## config.mk

```make
export PLATFORM = sky130hd
export DESIGN_NAME = fetch_unit_flat
export DESIGN_NICKNAME = d
export VERILOG_FILES = /design/src/rtl/fetch_unit_pkg.sv /design/src/rtl/fetch_unit_if.sv /design/src/rtl/fetch_unit_fifo.sv /design/src/rtl/fetch_unit.sv /design/src/flat_wrapper.sv
export SDC_FILE = /design/constraint.sdc
export NUM_CORES = 1
export LEC_CHECK = 0
export BUFFER_PORTS_ARGS = -buffer_cell sky130_fd_sc_hd__buf_2
export CAP_MARGIN = 20
export CORE_MARGIN = 3
export CORE_UTILIZATION = 45
export DETAILED_ROUTE_END_ITERATION = 8
export GPL_TIMING_DRIVEN = 0
export PLACE_DENSITY = 0.69
export REMOVE_ABC_BUFFERS = 1
export SLEW_MARGIN = 25
export SYNTH_ARGS = -nofsm -noshare
export SYNTH_HDL_FRONTEND = slang
export SYNTH_HIERARCHICAL = 1
export SYNTH_SLANG_ARGS = --single-unit
```

## constraint.sdc

```tcl
create_clock -name clk -period 26.2 [get_ports clk]
set_input_delay 3.93 -clock clk [delete_from_list [all_inputs] [get_ports clk]]
set_output_delay 3.93 -clock clk [all_outputs]
set_load 0.005 [all_outputs]
```

## src/rtl/fetch_unit_pkg.sv

```systemverilog
// fetch_unit_pkg: shared types and constants for the instruction fetch stage.
package fetch_unit_pkg;
  localparam int INST_BYTES = 4;
  typedef logic [31:0] word_t;
  typedef logic [31:0] addr_t;
  typedef enum logic [1:0] {IDLE, REQ, DROP} fetch_state_t;
  typedef struct packed {
    addr_t pc;
    word_t inst;
  } fetch_entry_t;
endpackage

```

## src/rtl/fetch_unit_if.sv

```systemverilog
// fetch_unit_if: imem request/response, redirect and decode handshake bundle.
interface fetch_unit_if #(parameter int ADDR_W = 32, parameter int DATA_W = 32);
  logic              imem_req;
  logic [ADDR_W-1:0] imem_addr;
  logic              imem_ack;
  logic [DATA_W-1:0] imem_rdata;
  logic              redirect_valid;
  logic [ADDR_W-1:0] redirect_pc;
  logic              inst_valid;
  logic              inst_ready;
  logic [DATA_W-1:0] inst_data;
  logic [ADDR_W-1:0] inst_pc;
  modport master (
    output imem_req, imem_addr, inst_valid, inst_data, inst_pc,
    input  imem_ack, imem_rdata, redirect_valid, redirect_pc, inst_ready
  );
  modport slave (
    input  imem_req, imem_addr, inst_valid, inst_data, inst_pc,
    output imem_ack, imem_rdata, redirect_valid, redirect_pc, inst_ready
  );
endinterface

```

## src/rtl/fetch_unit_fifo.sv

```systemverilog
// fetch_fifo: DEPTH-entry prefetch FIFO; pointers carry an extra wrap bit to tell full from empty.
module fetch_fifo #(
  parameter int W = 64,
  parameter int DEPTH = 4,
  localparam int AW = $clog2(DEPTH)
) (
  input  logic          clk,
  input  logic          rst,
  input  logic          push_i,
  input  logic          pop_i,
  input  logic          flush_i,
  input  logic [W-1:0]  data_i,
  output logic [W-1:0]  data_o,
  output logic [AW:0]   count_o,
  output logic          full_o,
  output logic          empty_o
);
  logic [W-1:0] mem_q [DEPTH];
  logic [AW:0]  wr_q, rd_q;
  assign count_o = wr_q - rd_q;
  assign empty_o = wr_q == rd_q;
  assign full_o  = count_o == (AW+1)'(DEPTH);
  assign data_o  = mem_q[rd_q[AW-1:0]];
  always_ff @(posedge clk or posedge rst) begin
    if (rst) begin
      wr_q <= '0;
      rd_q <= '0;
      for (int i = 0; i < DEPTH; i++) mem_q[i] <= '0;
    end else if (flush_i) begin
      rd_q <= wr_q;
    end else begin
      if (push_i) begin
        mem_q[wr_q[AW-1:0]] <= data_i;
        wr_q <= wr_q + 1'b1;
      end
      if (pop_i) rd_q <= rd_q + 1'b1;
    end
  end
endmodule

```

## src/rtl/fetch_unit.sv

```systemverilog
// fetch_unit: PC, single-outstanding imem fetch FSM and prefetch FIFO feeding decode.
// Define FETCH_BYPASS_EN to forward a returning word straight to decode when the FIFO is empty.
module fetch_unit import fetch_unit_pkg::*; #(
  parameter int ADDR_W = 32,
  parameter int DATA_W = 32,
  parameter int DEPTH = 4,
  parameter logic [ADDR_W-1:0] RESET_PC = '0
) (
  input logic clk,
  input logic rst,
  fetch_unit_if.master bus
);
  localparam int CW = $clog2(DEPTH) + 1;
  fetch_state_t state_q, state_d;
  logic [ADDR_W-1:0] pc_q, pc_d, addr_q, addr_d, redir_pc;
  logic redir, ack_ok, push, pop, slot, f_empty, f_full;
  logic [CW-1:0] f_count, count_nx;
  logic [ADDR_W+DATA_W-1:0] head;
  assign redir    = bus.redirect_valid;
  assign redir_pc = {bus.redirect_pc[ADDR_W-1:2], 2'b00};
  assign ack_ok   = state_q == REQ && bus.imem_ack && !redir;
  assign pop      = !f_empty && bus.inst_ready;
`ifdef FETCH_BYPASS_EN
  logic bypass;
  assign bypass         = ack_ok && f_empty;
  assign push           = ack_ok && !(bypass && bus.inst_ready);
  assign bus.inst_valid = !f_empty || bypass;
  assign bus.inst_data  = bypass ? bus.imem_rdata : head[DATA_W-1:0];
  assign bus.inst_pc    = bypass ? pc_q : head[ADDR_W+DATA_W-1:DATA_W];
`else
  assign push           = ack_ok;
  assign bus.inst_valid = !f_empty;
  assign bus.inst_data  = head[DATA_W-1:0];
  assign bus.inst_pc    = head[ADDR_W+DATA_W-1:DATA_W];
`endif
  // Occupancy after this edge; a new request may only go out if it still leaves room for its word.
  assign count_nx = redir ? '0 : f_count + CW'(push) - CW'(pop);
  assign slot     = count_nx < CW'(DEPTH);
  fetch_fifo #(.W(ADDR_W + DATA_W), .DEPTH(DEPTH)) u_fifo (
    .clk     (clk),
    .rst     (rst),
    .push_i  (push && (!f_full || pop)),
    .pop_i   (pop),
    .flush_i (redir),
    .data_i  ({pc_q, bus.imem_rdata}),
    .data_o  (head),
    .count_o (f_count),
    .full_o  (f_full),
    .empty_o (f_empty)
  );
  always_comb begin
    state_d = state_q;
    pc_d = redir ? redir_pc : pc_q;
    case (state_q)
      IDLE: state_d = (!redir && slot) ? REQ : IDLE;
      REQ:
        if (bus.imem_ack) begin
          state_d = slot ? REQ : IDLE;
          pc_d = redir ? redir_pc : pc_q + ADDR_W'(INST_BYTES);
        end else if (redir) begin
          state_d = DROP;
        end
      DROP: state_d = bus.imem_ack ? REQ : DROP;
      default: state_d = IDLE;
    endcase
    addr_d = state_d == DROP ? addr_q : pc_d;
  end
  always_ff @(posedge clk or posedge rst) begin
    if (rst) begin
      state_q <= IDLE;
      pc_q <= RESET_PC;
      addr_q <= RESET_PC;
    end else begin
      state_q <= state_d;
      pc_q <= pc_d;
      addr_q <= addr_d;
    end
  end
  assign bus.imem_req  = state_q != IDLE;
  assign bus.imem_addr = addr_q;
endmodule

```

## src/flat_wrapper.sv

```systemverilog
// flat-port wrapper written by rule: the top's interface ports become plain ports
module fetch_unit_flat import fetch_unit_pkg::*;
#(
  parameter int ADDR_W = 32,
  parameter int DATA_W = 32,
  parameter int DEPTH = 4,
  parameter logic [ADDR_W-1:0] RESET_PC = '0
)
  (clk, rst, bus_imem_req, bus_imem_addr, bus_inst_valid, bus_inst_data, bus_inst_pc, bus_imem_ack, bus_imem_rdata, bus_redirect_valid, bus_redirect_pc, bus_inst_ready);
  fetch_unit_if #(.ADDR_W(ADDR_W), .DATA_W(DATA_W)) bus_i ();
  input logic clk;
  input logic rst;
  output wire logic [$bits(bus_i.imem_req)-1:0] bus_imem_req;
  output wire logic [$bits(bus_i.imem_addr)-1:0] bus_imem_addr;
  output wire logic [$bits(bus_i.inst_valid)-1:0] bus_inst_valid;
  output wire logic [$bits(bus_i.inst_data)-1:0] bus_inst_data;
  output wire logic [$bits(bus_i.inst_pc)-1:0] bus_inst_pc;
  input wire logic [$bits(bus_i.imem_ack)-1:0] bus_imem_ack;
  input wire logic [$bits(bus_i.imem_rdata)-1:0] bus_imem_rdata;
  input wire logic [$bits(bus_i.redirect_valid)-1:0] bus_redirect_valid;
  input wire logic [$bits(bus_i.redirect_pc)-1:0] bus_redirect_pc;
  input wire logic [$bits(bus_i.inst_ready)-1:0] bus_inst_ready;
  assign bus_imem_req = bus_i.imem_req;
  assign bus_imem_addr = bus_i.imem_addr;
  assign bus_inst_valid = bus_i.inst_valid;
  assign bus_inst_data = bus_i.inst_data;
  assign bus_inst_pc = bus_i.inst_pc;
  assign bus_i.imem_ack = bus_imem_ack;
  assign bus_i.imem_rdata = bus_imem_rdata;
  assign bus_i.redirect_valid = bus_redirect_valid;
  assign bus_i.redirect_pc = bus_redirect_pc;
  assign bus_i.inst_ready = bus_inst_ready;
  fetch_unit #(.ADDR_W(ADDR_W), .DATA_W(DATA_W), .DEPTH(DEPTH), .RESET_PC(RESET_PC)) u_core (.clk(clk), .rst(rst), .bus(bus_i));
endmodule
```

# ---- Yosys cells after proc, flatten, opt, wreduce, memory -nomap -nowiden
# Cells that the tools add are included.
dict set report totals {
  ff_bits 328
  in_bits 69
  out_inout_bits 98
  wordCells 60
}
dict set report classes {
  n_addsub 6
  magnitude_cmp 4
  eq_ne 5
  muxes 19
  bitwise_logic 3
  n_reduce_logical 14
}
# op n
set op_table {}
lappend op_table {{$bwmux W256} 1}
lappend op_table {{$mux W64} 3}
lappend op_table {{$bmux W64 S2} 1}
lappend op_table {{$demux W64 S2} 1}
lappend op_table {{$mux W32} 4}
lappend op_table {{$add A32 B3 Y32 const B} 1}
lappend op_table {{$mux W3} 3}
lappend op_table {{$add A3 B1 Y3 const B} 2}
lappend op_table {{$ge A3 B3 Y1 const B} 2}
lappend op_table {{$logic_and A1 B1 Y1} 6}
lappend op_table {{$mux W2} 3}
lappend op_table {{$not A2 Y3} 2}
lappend op_table {{$pmux W2 S3} 1}
lappend op_table {{$eq A2 B2 Y1 const B} 2}
lappend op_table {{$reduce_bool A2 Y1} 2}
lappend op_table {{$add A3 B1 Y3} 1}
lappend op_table {{$eq A3 B3 Y1} 1}
lappend op_table {{$eq A3 B3 Y1 const B} 1}
lappend op_table {{$logic_not A1 Y1} 3}
lappend op_table {{$lt A3 B1 Y1 const B} 1}
lappend op_table {{$lt A3 B3 Y1 const B} 1}
lappend op_table {{$sub A3 B1 Y3} 1}
lappend op_table {{$sub A3 B3 Y3} 1}
lappend op_table {{$eq A2 B1 Y1 const B} 1}
lappend op_table {{5 further kinds} 6}

# ---- Logic depth before layout (Yosys ltp)
dict set report depth {
  ltp_word 11
  depth_mapped 14
  ltp_nobuf 12
}

# ---- Cells and area by module
# The synthesis kept the hierarchy.
# module instances cells_per_inst area_per_inst_um2 seq_area_each_um2
set by_module_without_submodules {}
lappend by_module_without_submodules {fetch_fifo 1 664 12125.4 6556.3}
lappend by_module_without_submodules {fetch_unit 1 313 3304.4 1651.6}

# ---- Worst setup path after synthesis
# Ideal clock, no wire load.
dict set report synth_timing {
  kind {input port to flip-flop}
  start {input port bus_inst_ready}
  end {register u_core/u_fifo/mem_q[100] (netlist name)}
  arrival_time_ps 5268
  required_time_ps 26075
  setup_slack_ps 20807
  path_stages 7
  n_path_buf 2
  path_cell_list {nor2b_1 > nor2b_1 > nor2_1 > nand3b_1 > buf_6 > buf_12 > mux2_4}
}
dict set report synth_between {
  elab_chain_cells 4
}
# item line_no
set synth_rtl {}
lappend synth_rtl {{start, declared} flat_wrapper.sv:22} ;# input wire logic [$bits(bus_i.inst_ready)-1:0] bus_inst_ready;
lappend synth_rtl {{$logic_and A1 B1 Y1} fetch_unit.sv:22} ;# assign pop = !f_empty && bus.inst_ready;
lappend synth_rtl {{$logic_or A1 B1 Y1} fetch_unit.sv:42} ;# .push_i (push && (!f_full || pop)),
lappend synth_rtl {{$logic_and A1 B1 Y1} fetch_unit.sv:42}
lappend synth_rtl {{$reduce_and A2 Y1 (no source line)} -}
lappend synth_rtl {{end signal, assigned by index} fetch_unit_fifo.sv:33} ;# mem_q[wr_q[AW-1:0]] <= data_i;
lappend synth_rtl {{end, declared} fetch_unit_fifo.sv:18} ;# logic [W-1:0] mem_q [DEPTH];
# Every way passes these cells.
# A chain may end at the register's enable or synchronous reset.

# ---- Worst setup path in the final report
dict set report layout_timing {
  start {register u_core.u_fifo.rd_q[0]}
  end {output port bus_inst_data[23]}
}
dict set report layout_between {
  elab_chain_cells 4
}
# item line_no
set layout_rtl {}
lappend layout_rtl {{start, declared} fetch_unit_fifo.sv:19} ;# logic [AW:0] wr_q, rd_q;
lappend layout_rtl {{start signal, assigned} fetch_unit_fifo.sv:30} ;# rd_q <= wr_q;
lappend layout_rtl {{start signal, assigned} fetch_unit_fifo.sv:36} ;# if (pop_i) rd_q <= rd_q + 1'b1;
lappend layout_rtl {{$not A2 Y3 (implied by the code)} fetch_unit_fifo.sv:23} ;# assign data_o = mem_q[rd_q[AW-1:0]];
lappend layout_rtl {{$bmux W64 S2} fetch_unit_fifo.sv:23}
lappend layout_rtl {{$mux W64 (implied by the code) (2 in a row)} fetch_unit_fifo.sv:23}
lappend layout_rtl {{end, declared} flat_wrapper.sv:16} ;# output wire logic [$bits(bus_i.inst_data)-1:0] bus_inst_data;
# Every way passes these cells. The select of a mux whose other input is x is not followed.

==> metrics.md <==
| Metric | Value |
|---|---|
| Outcome | `finished clean` |
| Commonest non-fill, non-tap cells in the layout | `dfrtp_1 (326), buf_2 (163), mux2_2 (156), mux2_4 (120), mux4_2 (64)` |
| Syn avg cell area | `15.8 µm²` |
| Uppermost layer routed | `met4` |
| Clock slew at the register clock pins of the worst setup and hold paths | `0.06 ns` |
| Slowest-stage cell, CP | `dfrtp_4` |
| Area grow syn2layout | `17.5%` |
| Pwr Total | `2.00 mW` |
| Tightest Pin Transition | `0.882 ns` |
| CP required | `22.27 ns` |
| Total core area | `33700 µm²` |
| Post-synth cell types | `55` |
| Final design utilization | `0.538` |
| YS warnings | `6` |
| Main combinational cell family by area after synthesis | `multiplexers` |
| Num CTS Buffers | `38` |
| HP Class | `reg2reg` |
| Crit Path Class | `reg2out` |
| Sequential share of the synthesized area | `0.532` |
| Vias per cell | `~5.4` |
| Ratio of final minimum period to clock period | `0.250` |
| FF-to-FF Start | `u_core/u_fifo/rd_q[0]` |
| Clock root buffer | `clkbuf_16` |
| Layout cells sized above 1 | `0.520` |
| Relative slew slack | `0.410` |
| Final Instance Area | `18100 µm²` |
| RR Endpoint | `u_core/u_fifo/mem_q[140]` |
| Mux cell area share after synthesis | `0.339` |
| FFs w/ async S/R, synth | `1.00` |
| Hold Path Sink | `u_core/bus.imem_addr[3]` |
| RSZ-0062 raised after global routing | `no` |
| Worst path max stage delay | `0.87 ns` |
| Vias | `8895` |
| Cell area after technology mapping | `about 15000 µm²` |
| DRT antenna net count | `0` |
| HP Start | `u_core/bus.imem_addr[3]` |
| Post-layout min period | `6.55 ns` |
| Placed insts | `1570` |
| Max-slew violations | `0` |
| Vias in the first global route | `~9600` |
| Die ar. | `36500 µm²` |
| RePlAce Congestion | `approximately 0.74` |
| Commonest non-fill, non-tap cell in the layout | `dfrtp_1` |
| Initial core utilization | `0.458` |
| Post-CTS Resized | `0` |
| Metal3 WL | `1640 µm` |
| FF/Latch Area | `just over 8000 µm²` |
| Startpoint Class | `flip-flop` |
| Synth Flop Type | `dfrtp_1` |
| Clk_lat worst skew | `0.53 ns` |
| Post-DP HPWL | `22800 µm` |
| Worst slack, placed | `approximately 20 ns` |
| Synth Area in Simple Gates | `0.0500` |
| Final std cells w/o fill | `1637` |
| CTS tree | `built` |
| Worst VDD drop | `0.0722 mV` |
| Synth area leaders | `dfrtp_1 (53%), mux2_4 (12%), mux2_2 (11%)` |
| Area of the multi-input gates | `6620 µm²` |
| Hold Path Depth | `2` |
| Clk sink count | `328` |
| Wirelength per Cell | `20.7 µm` |
| Cells along the critical path | `buf_12, buf_12, mux4_2, buf_2` |
| Final hold viol count | `0` |
| Post-CTS setup buffer count | `0` |
| Crit. End Element | `output pin` |
| H-tree depth | `2` |
| Pleak | `between 8 and 9 nW` |
| DIE HEIGHT | `191 µm` |
| Most used cell, CP | `buf_12` |
| Ports | `167` |
| Synth Register Bits | `328` |
| Pwr/cell area | `110 nW/µm²` |
| Post-Synth Adder-Cell Area | `0.00941` |
| Synth area leader | `dfrtp_1` |
| Post-route setup slack | `around 20 ns` |
| Global-route wire length before repair | `54900 µm` |
| IO Port Bufs | `164` |
| EDFF count, synth | `0` |
| Die Wd | `191 µm` |
| # DRC | `0` |
| Remaining Overflow, GRT | `0` |
| Reg2Reg Depth | `13` |
| R2R Setup Slk | `21.91 ns` |
| Setup violators final | `0` |
| Compound-gate portion of the synthesized area | `0.0162` |
| Nets | `1242` |
| CTS Buffer Depth | `3` |
| Top cell type's share of synthesized area | `0.532` |
| Synth Area in XOR/XNOR | `0.0136` |
| WL final | `33800 µm` |
| Hold buffer count at CTS | `0` |
| Largest net degree at the start of global routing | `96` |
| Fmax | `0.153 GHz` |
| Final worst hold slack | `around 0.47 ns` |
| Fin Setup TNS | `0 ns` |
| Diode count | `0` |
| Met1 Routed Length | `about 16000 µm` |
| Dpl cell area | `about 17000 µm²` |
| Fillers | `2791` |
| Tot GR Track Use | `0.190` |
| Drt pass-1 iters | `5` |
| Layout Skew | `0.0226 ns` |
| Row count | `67` |
| Initial DRC count | `383` |
| Cell count after synthesis | `between 900 and 1000` |
| Met2 WL | `between 15000 and 20000 µm` |
| Arrival @ worst endpoint | `2.62 ns` |
| Max cap viols | `0` |
| Initial antenna violation count | `0` |
| Crit-path max FO | `31` |
==> registers in the layout (all words and copies together) (netlist names) <==
register,flops
u_core/u_fifo/mem_q,256
u_core/u_fifo/wr_q,3
u_core/state_q,2
u_core/u_fifo/rd_q,3
u_core/pc_q,32
u_core/bus.imem_addr,32
==> critical path: cells and delay by family, from the launching register on <==
family / cells / cell delay (ns)
flip-flops: 1 / 0.87
buffers and inverters: 3 / 0.65
multiplexers: 1 / 0.54
==> synth_stat cells (all sizes together), types with 13 or more instances <==
cell type,count
dfrtp,328
mux2,280
mux4,64
buf,50
nand2,42
nor2,21
inv,20
mux2i,19
o21ai,17
xnor2,14
a21oi,13
nand4,13
==> area by class of cell <==
type                    count  area share
well taps                 448      0.0309
inverters                  21     0.00490
clock inverters             9     0.00717
multi-input cells         573       0.365
clock buffers              58      0.0633
flip-flops and latches    328       0.453
repair buffers            200      0.0759
==> layer usage <==
metal | global-route usage | up-vias
met5 | 0 | -
li1 | - | 3961
met1 | 0.268 | 4674
met3 | 0.0370 | 48
met2 | 0.303 | 212
met4 | 0.0500 | 0
==> where the power goes <==
group,switching [mW],internal (mW)
logic,0.227,0.404
clock network,0.209,0.331
registers,0.133,0.692
total,0.569,1.43
==> logic make-up after synthesis <==
kind of cell	Yosys count
mux	363
flops	328
simple gates	133
buf+inv	76
compound gates	42
xor+xnor	24
fa+ha+maj	11
==> worst max path at each step <==
stage                                startpoint                      end  depth (start not counted)
after floorplan                             rst   u_core/u_fifo/mem_q[0]                          1
after global placement                      rst  u_core/u_fifo/mem_q[77]                          2
after detailed placement     bus_redirect_valid  u_core/u_fifo/mem_q[74]                          8
after CTS                 u_core/u_fifo/rd_q[0]        bus_inst_data[27]                          4
after global routing      u_core/u_fifo/rd_q[0]        bus_inst_data[23]                          4
final                     u_core/u_fifo/rd_q[0]        bus_inst_data[23]                          4
Power figures use the tool's default switching activity.
